**src/rtl/registrador_universal_if.sv**
```systemverilog
// Bus bundle for the universal shift register: control, serial and parallel data
// towards the register, and its registered state back out.
interface registrador_universal_if #(
    parameter int WIDTH = 4
);
    logic                       enable;
    logic                       clear;
    logic [1:0]                 mode;
    logic                       serial_in_r;
    logic                       serial_in_l;
    logic [WIDTH-1:0]           data_in;
    logic [WIDTH-1:0]           q;
    logic                       serial_out_r;
    logic                       serial_out_l;
    logic [$clog2(WIDTH)-1:0]   shift_count;
    logic                       frame_done;

    modport master (
        output enable, clear, mode, serial_in_r, serial_in_l, data_in,
        input  q, serial_out_r, serial_out_l, shift_count, frame_done
    );

    modport slave (
        input  enable, clear, mode, serial_in_r, serial_in_l, data_in,
        output q, serial_out_r, serial_out_l, shift_count, frame_done
    );
endinterface

```
**src/rtl/registrador_universal.sv**
```systemverilog
// Universal shift register with hold/shift-right/shift-left/load modes and a
// shift-frame counter whose frame_done pulse marks each completed WIDTH-bit word.
module registrador_universal #(
    parameter int               WIDTH       = 4,
    parameter logic [WIDTH-1:0] RESET_VALUE = '0
) (
    input  logic                   clock,
    input  logic                   reset_n,
    registrador_universal_if.slave bus
);
    localparam int             CW   = $clog2(WIDTH);
    localparam logic [CW-1:0]  LAST = CW'(WIDTH - 1);

    localparam logic [1:0] MODE_HOLD  = 2'b00;
    localparam logic [1:0] MODE_RIGHT = 2'b01;
    localparam logic [1:0] MODE_LEFT  = 2'b10;
    localparam logic [1:0] MODE_LOAD  = 2'b11;

    logic [WIDTH-1:0] q_q, q_d;
    logic [CW-1:0]    count_q, count_d;
    logic             done_q, done_d;
    logic             isShift;

    always_comb begin
        q_d     = q_q;
        count_d = count_q;
        done_d  = 1'b0;
        isShift = 1'b0;
        if (bus.enable) begin
            if (bus.clear) begin
                q_d     = RESET_VALUE;
                count_d = '0;
            end else begin
                case (bus.mode)
                    MODE_HOLD: ;
                    MODE_RIGHT: begin
                        q_d     = {bus.serial_in_r, q_q[WIDTH-1:1]};
                        isShift = 1'b1;
                    end
                    MODE_LEFT: begin
                        q_d     = {q_q[WIDTH-2:0], bus.serial_in_l};
                        isShift = 1'b1;
                    end
                    MODE_LOAD: begin
                        q_d     = bus.data_in;
                        count_d = '0;
                    end
                    default: ;
                endcase
            end
            // Both directions share one frame; the WIDTH-th shift wraps and flags the word.
            if (isShift) begin
                if (count_q == LAST) begin
                    count_d = '0;
                    done_d  = 1'b1;
                end else begin
                    count_d = count_q + CW'(1);
                end
            end
        end
    end

    always_ff @(posedge clock or negedge reset_n) begin
        if (!reset_n) begin
            q_q     <= RESET_VALUE;
            count_q <= '0;
            done_q  <= 1'b0;
        end else begin
            q_q     <= q_d;
            count_q <= count_d;
            done_q  <= done_d;
        end
    end

    assign bus.q            = q_q;
    assign bus.serial_out_r = q_q[0];
    assign bus.serial_out_l = q_q[WIDTH-1];
    assign bus.shift_count  = count_q;
    assign bus.frame_done   = done_q;
endmodule
```
**src/flat_wrapper.sv**
```systemverilog
// flat-port wrapper written by rule: the top's interface ports become plain ports
module registrador_universal_flat 
#(
    parameter int               WIDTH       = 4,
    parameter logic [WIDTH-1:0] RESET_VALUE = '0
)
  (clock, reset_n, bus_enable, bus_clear, bus_mode, bus_serial_in_r, bus_serial_in_l, bus_data_in, bus_q, bus_serial_out_r, bus_serial_out_l, bus_shift_count, bus_frame_done);
  registrador_universal_if #(.WIDTH(WIDTH)) bus_i ();
  input  logic clock;
  input  logic reset_n;
  input wire logic [$bits(bus_i.enable)-1:0] bus_enable;
  input wire logic [$bits(bus_i.clear)-1:0] bus_clear;
  input wire logic [$bits(bus_i.mode)-1:0] bus_mode;
  input wire logic [$bits(bus_i.serial_in_r)-1:0] bus_serial_in_r;
  input wire logic [$bits(bus_i.serial_in_l)-1:0] bus_serial_in_l;
  input wire logic [$bits(bus_i.data_in)-1:0] bus_data_in;
  output wire logic [$bits(bus_i.q)-1:0] bus_q;
  output wire logic [$bits(bus_i.serial_out_r)-1:0] bus_serial_out_r;
  output wire logic [$bits(bus_i.serial_out_l)-1:0] bus_serial_out_l;
  output wire logic [$bits(bus_i.shift_count)-1:0] bus_shift_count;
  output wire logic [$bits(bus_i.frame_done)-1:0] bus_frame_done;
  assign bus_i.enable = bus_enable;
  assign bus_i.clear = bus_clear;
  assign bus_i.mode = bus_mode;
  assign bus_i.serial_in_r = bus_serial_in_r;
  assign bus_i.serial_in_l = bus_serial_in_l;
  assign bus_i.data_in = bus_data_in;
  assign bus_q = bus_i.q;
  assign bus_serial_out_r = bus_i.serial_out_r;
  assign bus_serial_out_l = bus_i.serial_out_l;
  assign bus_shift_count = bus_i.shift_count;
  assign bus_frame_done = bus_i.frame_done;
  registrador_universal #(.WIDTH(WIDTH), .RESET_VALUE(RESET_VALUE)) u_core (.clock(clock), .reset_n(reset_n), .bus(bus_i));
endmodule
```
**config.mk**
```make
export PLATFORM = sky130hd
export DESIGN_NAME = registrador_universal_flat
export DESIGN_NICKNAME = d
export VERILOG_FILES = /design/src/rtl/registrador_universal_if.sv /design/src/rtl/registrador_universal.sv /design/src/flat_wrapper.sv
export SDC_FILE = /design/constraint.sdc
export NUM_CORES = 1
export LEC_CHECK = 0
export BUFFER_PORTS_ARGS = -buffer_cell sky130_fd_sc_hd__buf_2
export CORE_AREA = 2 2 39 41
export CTS_CLUSTER_SIZE = 25
export DETAILED_ROUTE_END_ITERATION = 10
export DIE_AREA = 0 0 41 43
export GPL_ROUTABILITY_DRIVEN = 0
export GPL_TIMING_DRIVEN = 0
export PLACE_DENSITY = 0.6
export SLEW_MARGIN = 10
export SYNTH_ARGS = -nofsm -noshare
export SYNTH_HDL_FRONTEND = slang
export SYNTH_SLANG_ARGS = --single-unit
export TNS_END_PERCENT = 5
```
**constraint.sdc**
```tcl
create_clock -name clock -period 1.9 [get_ports clock]
set_input_delay 0.285 -clock clock [delete_from_list [all_inputs] [get_ports clock]]
set_output_delay 0.285 -clock clock [all_outputs]
set_load 0.005 [all_outputs]
```
==> results.json, run 1 <==
{
  "outcome": "completed",
  "post_dp_cell_area_sq_um": 569,
  "io_pins": 21,
  "die_w_microns": 41,
  "dieArea_sq_um": 1760,
  "synth_cell_types": 15,
  "final_cell_area_sq_um": 606,
  "worst_setup_path_end_kind": "flip-flop",
  "wire_per_inst_microns": 11.7,
  "grtUsageTotal": 0.142,
  "grt-ovfl-total": 0,
  "min_path_type": "in2reg",
  "area_delta_synth_final_pct": 34.8,
  "wl_met2_microns": 488,
  "top_layer_used": "met4",
  "port_buffers": 20,
  "ant_nets": 0,
  "insertedDiodeCount": 0,
  "drc": 0,
  "cts_tree": "built",
  "synth_nets": 61,
  "initial_core_util": 0.325,
  "maxCapViolCount": 0,
  "finalSetupViolCount": 0,
  "die_y_microns": 43,
  "viasPerCell": 5.02,
  "dr.pass1.iters": 4,
  "clock.fmax_ghz": 0.820,
  "startpoint": "bus_mode[0]",
  "clkTransAtPathRegs_ns": 0.05,
  "cts_made_buffers": 3,
  "hold_viol_final": 0,
  "rrSetupSlack_ns": 0.74,
  "final_layout_size_suffix_gt1_frac": 0.386,
  "num_vias": 432,
  "path_cells": "buf_2, inv_1, ha_1, o41ai_4, nand2_1, o21ai_1",
  "grt_pass1_wl_microns": 1640,
  "slew_headroom": 0.732,
  "ir_drop_v": 0.000172,
  "slew_violations": 0,
  "antenna_found_initial": 0,
  "r2r-start": "u_core.bus.shift_count[0]",
  "finalHoldWorstSlack_ns": 0.284,
  "critical-path-max-stage-delay_ns": 0.48,
  "grt_pass1_vias": 405,
  "worstReg2RegEnd": "u_core.bus.shift_count[1]",
  "reg2regPathDepth": 3,
  "ys_seq_area_frac": 0.390,
  "rsz0062_at_grt": "false",
  "drt_iter0_markers": 8,
  "netlist_instances": 45,
  "power_leakage_nw": 0.324,
  "required_ns": 2.07,
  "final.setup.tns_ns": 0,
  "cp_data_arrival_time_ns": 1.39,
  "clock_sinks": 7,
  "met3WireLength_microns": 55,
  "cp-start-kind": "primary input",
  "drt-met1-wl_microns": 447,
  "htree_levels": 1,
  "root_buffer": "clkbuf_4",
  "num-nets-final": 87,
  "grt_max_degree": 9,
  "crit_end": "u_core.bus.q[3]",
  "finalCritPeriodShare": 0.642,
  "cp_max_fo": 7,
  "crit_type": "in2reg",
  "postSynthAreaPerCell_sq_um": 9.98,
  "post-route-min-period_ns": 1.22,
  "fin_skew_ns": 0.00300,
  "synth_warnings": 0,
  "crit_slowest_cell": "o41ai_4",
  "syn_area_sq_um": 449,
  "power_density_nw_per_um2": 691,
  "tightest_slew_ns": 0.402,
  "cts_max_path_buffers": 2,
  "dpl.hpwl_microns": 757,
  "clk_latency_ns": 0.25,
  "drt_wl_total_microns": 1000,
  "hold_depth": 2,
  "fillers": 145,
  "core_area_sq_um": 1380,
  "cts_setup_buffers": 0,
  "synth_seq_cells": 7,
  "rows": 14
}
[worst max-delay path: cells and delay by family]
kind                     cells  cell delay, ns
AO/OA/AOI/OAI                2            0.57
adder cells (fa/ha/maj)      1            0.30
buffers and inverters        2            0.14
AND/OR/NAND/NOR              1            0.10
[cells by family after synthesis]
kind of cell | synth area share
AOI/OAI and AO/OA | 0.331
buffers and inverters | 0.0836
adders and majority gates | 0.111
and+or+nand+nor | 0.0836
DFF | 0.390
[final cells by class]
class                   count  area (sq um)  share of cell area
multi-input cells          30           236               0.390
flip-flops and latches      7           175               0.289
repair buffers             21           110               0.182
clock buffers               4          26.3              0.0434
inverters                   6          22.5              0.0372
well taps                  16          20.0              0.0331
plain buffers               2          15.0              0.0248
[layer usage]
metal / vias up / GRT usage
li1: 216 / -
met1: 199 / 0.171
met2: 15 / 0.209
met3: 2 / 0.0157
met4: 0 / 0.120
met5: - / 0
[synthesized netlist by cell type (all sizes together)]
cell type / count / share of area
a21oi: 4 / 0.045
a22o: 4 / 0.078
a32oi: 2 / 0.039
and4: 1 / 0.020
buf: 2 / 0.033
dfrtp: 7 / 0.39
ha: 4 / 0.11
inv: 6 / 0.050
nand2: 4 / 0.033
nor2: 2 / 0.017
nor2b: 1 / 0.014
o21ai: 4 / 0.045
o22ai: 2 / 0.028
o311ai: 1 / 0.036
o41ai: 1 / 0.061
[where the power goes]
group / total (mW) / internal [mW] / leakage [nW] / switching [mW]
registers: 0.179 / 0.163 / 0.0949 / 0.0162
logic: 0.104 / 0.0531 / 0.214 / 0.0511
clock network: 0.135 / 0.0801 / 0.0150 / 0.0545
total: 0.418 / 0.296 / 0.324 / 0.122
[through the flow]
step                      worst slack [ns]  std cells  power [mW]  utilization
after floorplan                      0.682         45       0.237            -
after global placement               0.454         81       0.282        0.411
after detailed placement             0.443         81       0.285        0.411
after CTS                            0.679         86       0.424        0.438
after global routing                 0.563         86       0.455        0.438
final                                0.681         86       0.418        0.438
[flip-flops by register name, indices dropped and copies added, names as in the netlist]
name,cells
u_core.bus.frame_done,1
u_core.bus.shift_count,2
u_core.bus.q,4
[cells in the final DEF (no fill, tap or decap)]
master,instances
inv_1,6
clkbuf_1,1
nor2b_1,1
o21ai_1,4
a32oi_1,2
a21oi_1,4
and4_1,1
clkbuf_4,3
o22ai_1,2
dlygate4sd3_1,1
a22o_1,4
buf_2,20
ha_1,4
nand2_1,4
o311ai_2,1
buf_4,2
nor2_1,2
o41ai_4,1
dfrtp_1,7
[worst min-delay path by stage]
stage                          from                         to  slack, ns
after floorplan             reset_n      u_core.bus.frame_done      -0.01
after global placement      reset_n            u_core.bus.q[3]       0.12
after detailed placement    reset_n            u_core.bus.q[3]       0.13
after CTS                 bus_clear  u_core.bus.shift_count[1]       0.27
after global routing      bus_clear  u_core.bus.shift_count[1]       0.29
final                     bus_clear  u_core.bus.shift_count[1]       0.28
[repair_timing]
action	4_1_cts	5_1_grt
resized for setup	0	0
endpoints found under the hold margin	7	0
hold buffers	1	0
No activity file was read; power rests on OpenSTA's default activity.
==> inputs of run 2 (changes only) <==
- PLACE_DENSITY: 0.6 -> 0.62
- clock period: 1.9 -> 1.1 ns (I/O delays scaled with it)
==> results.json, run 2 (synthesized netlist as in run 1, its figures left out) <==
{
  "dr.pass1.iters": 4,
  "clock.fmax_ghz": 0.915,
  "power_density_nw_per_um2": 1170,
  "clkTransAtPathRegs_ns": 0.05,
  "tightest_slew_ns": 0.360,
  "outcome": "completed",
  "grt_pass1_wl_microns": 1570,
  "finalSetupViolCount": 0,
  "area_delta_synth_final_pct": 43.2,
  "cts_max_path_buffers": 2,
  "p_total_mw": 0.752,
  "num-nets-final": 89,
  "clk_latency_ns": 0.25,
  "final_layout_size_suffix_gt1_frac": 0.417,
  "crit_type": "reg2reg",
  "wire_per_inst_microns": 11.4,
  "dpl.hpwl_microns": 785,
  "rsz0062_at_grt": "true",
  "core_area_sq_um": 1380,
  "finalCritPeriodShare": 0.993,
  "initial_core_util": 0.325,
  "grt-ovfl-total": 0,
  "largest_reg_flops": 4,
  "die_y_microns": 43,
  "cts_made_buffers": 3,
  "die_w_microns": 41,
  "hold_viol_final": 0,
  "ant_nets": 0,
  "drc": 0,
  "fin_skew_ns": 0.000747,
  "cp_max_fo": 2,
  "cts_tree": "built",
  "final_util": 0.465,
  "worst_setup_path_end_kind": "flip-flop",
  "dieArea_sq_um": 1760,
  "grtUsageTotal": 0.130,
  "min_path_type": "in2reg",
  "critical-path-max-stage-delay_ns": 0.39,
  "ir_drop_v": 0.000368,
  "power_leakage_nw": 0.335,
  "drt_iter0_markers": 7,
  "rows": 14,
  "viasPerCell": 5.06,
  "crit_slowest_cell": "dfrtp_1",
  "io_pins": 21,
  "slew_violations": 0,
  "final_cell_mix": "buf_2 (19), dfrtp_1 (7), inv_1 (6)",
  "cp-start-kind": "flip-flop",
  "drt_wl_total_microns": 1000,
  "grt_max_degree": 9,
  "clock_sinks": 7,
  "htree_levels": 1,
  "post-route-min-period_ns": 1.09,
  "slew_headroom": 0.759,
  "grt_pass1_vias": 404,
  "root_buffer": "clkbuf_4",
  "cp_data_arrival_time_ns": 1.22,
  "maxCapViolCount": 0,
  "mostFrequentLayoutCell": "buf_2",
  "insertedDiodeCount": 0,
  "port_buffers": 20,
  "antenna_found_initial": 0,
  "num_vias": 445,
  "path_cells": "ha_1, a32oi_1, o22ai_1",
  "required_ns": 1.22
}
-- run 2: final cells by class --
type	instances	area (sq um)
Buffer	2	18.8
Tap cell	16	20.0
Timing Repair Buffer	23	131
Multi-Input combinational cell	30	249
Fill cell	137	741
Clock buffer	4	26.3
Inverter	6	22.5
Sequential cell	7	175
-- run 2: path summary, 6_finish.rpt --
path	endpoint	from	slack, ns	cells after the start
hold reg to reg	u_core.bus.q[1]	u_core.bus.q[1]	0.54	2
min in group asynchronous	u_core.bus.q[0]	reset_n	0.27	2
setup reg to reg	u_core.bus.shift_count[1]	u_core.bus.shift_count[0]	0.008	3
hold / removal	u_core.bus.shift_count[1]	bus_clear	0.18	2
max in group asynchronous	u_core.bus.shift_count[1]	reset_n	0.68	2
setup / recovery	u_core.bus.shift_count[1]	u_core.bus.shift_count[0]	0.008	3
-- run 2: worst max-delay path: cells and delay by family, from the launching register on --
family	cells	cell delay, ns
DFF	1	0.39
AOI/OAI and AO/OA	2	0.29
adders and majority gates	1	0.30
-- run 2: stage by stage --
stage | setup TNS (ns) | instances | hold WS (ns) | setup slack (ns) | cell area, sq um
final | 0 | 88 | 0.180 | 0.00752 | 643
after detailed placement | -1.05 | 81 | 0.00271 | -0.226 | 569
after global routing | -0.0207 | 88 | 0.201 | -0.0129 | 643
after global placement | -0.970 | 81 | 0.000869 | -0.227 | 569
after CTS | 0 | 88 | 0.162 | 0.00513 | 621
after floorplan | 0 | 45 | -0.131 | 0.00186 | 449
-- run 2: repair_timing --
| item | CTS | global route |
|---|---|---|
| pin swaps | 1 | 4 |
| setup endpoints to repair | 1 | 8 |
| gates resized for setup | 0 | 4 |
| setup buffers | 2 | 0 |
| hold buffers | 1 | 0 |
| hold endpoints to repair | 7 | 0 |
-- run 2: routing by layer --
layer  vias to the layer above  global-route usage  share of wire
met3                         2              0.0157          0.055
met5                         -                   0              0
li1                        218                   -              -
met2                        18               0.194           0.50
met1                       207               0.161           0.43
met4                         0              0.0933          0.019
-- run 2: where the power goes --
group	switching, mW	total, mW	internal (mW)
clock network	0.0888	0.227	0.138
registers	0.0212	0.303	0.282
logic	0.106	0.222	0.116
total	0.216	0.752	0.536
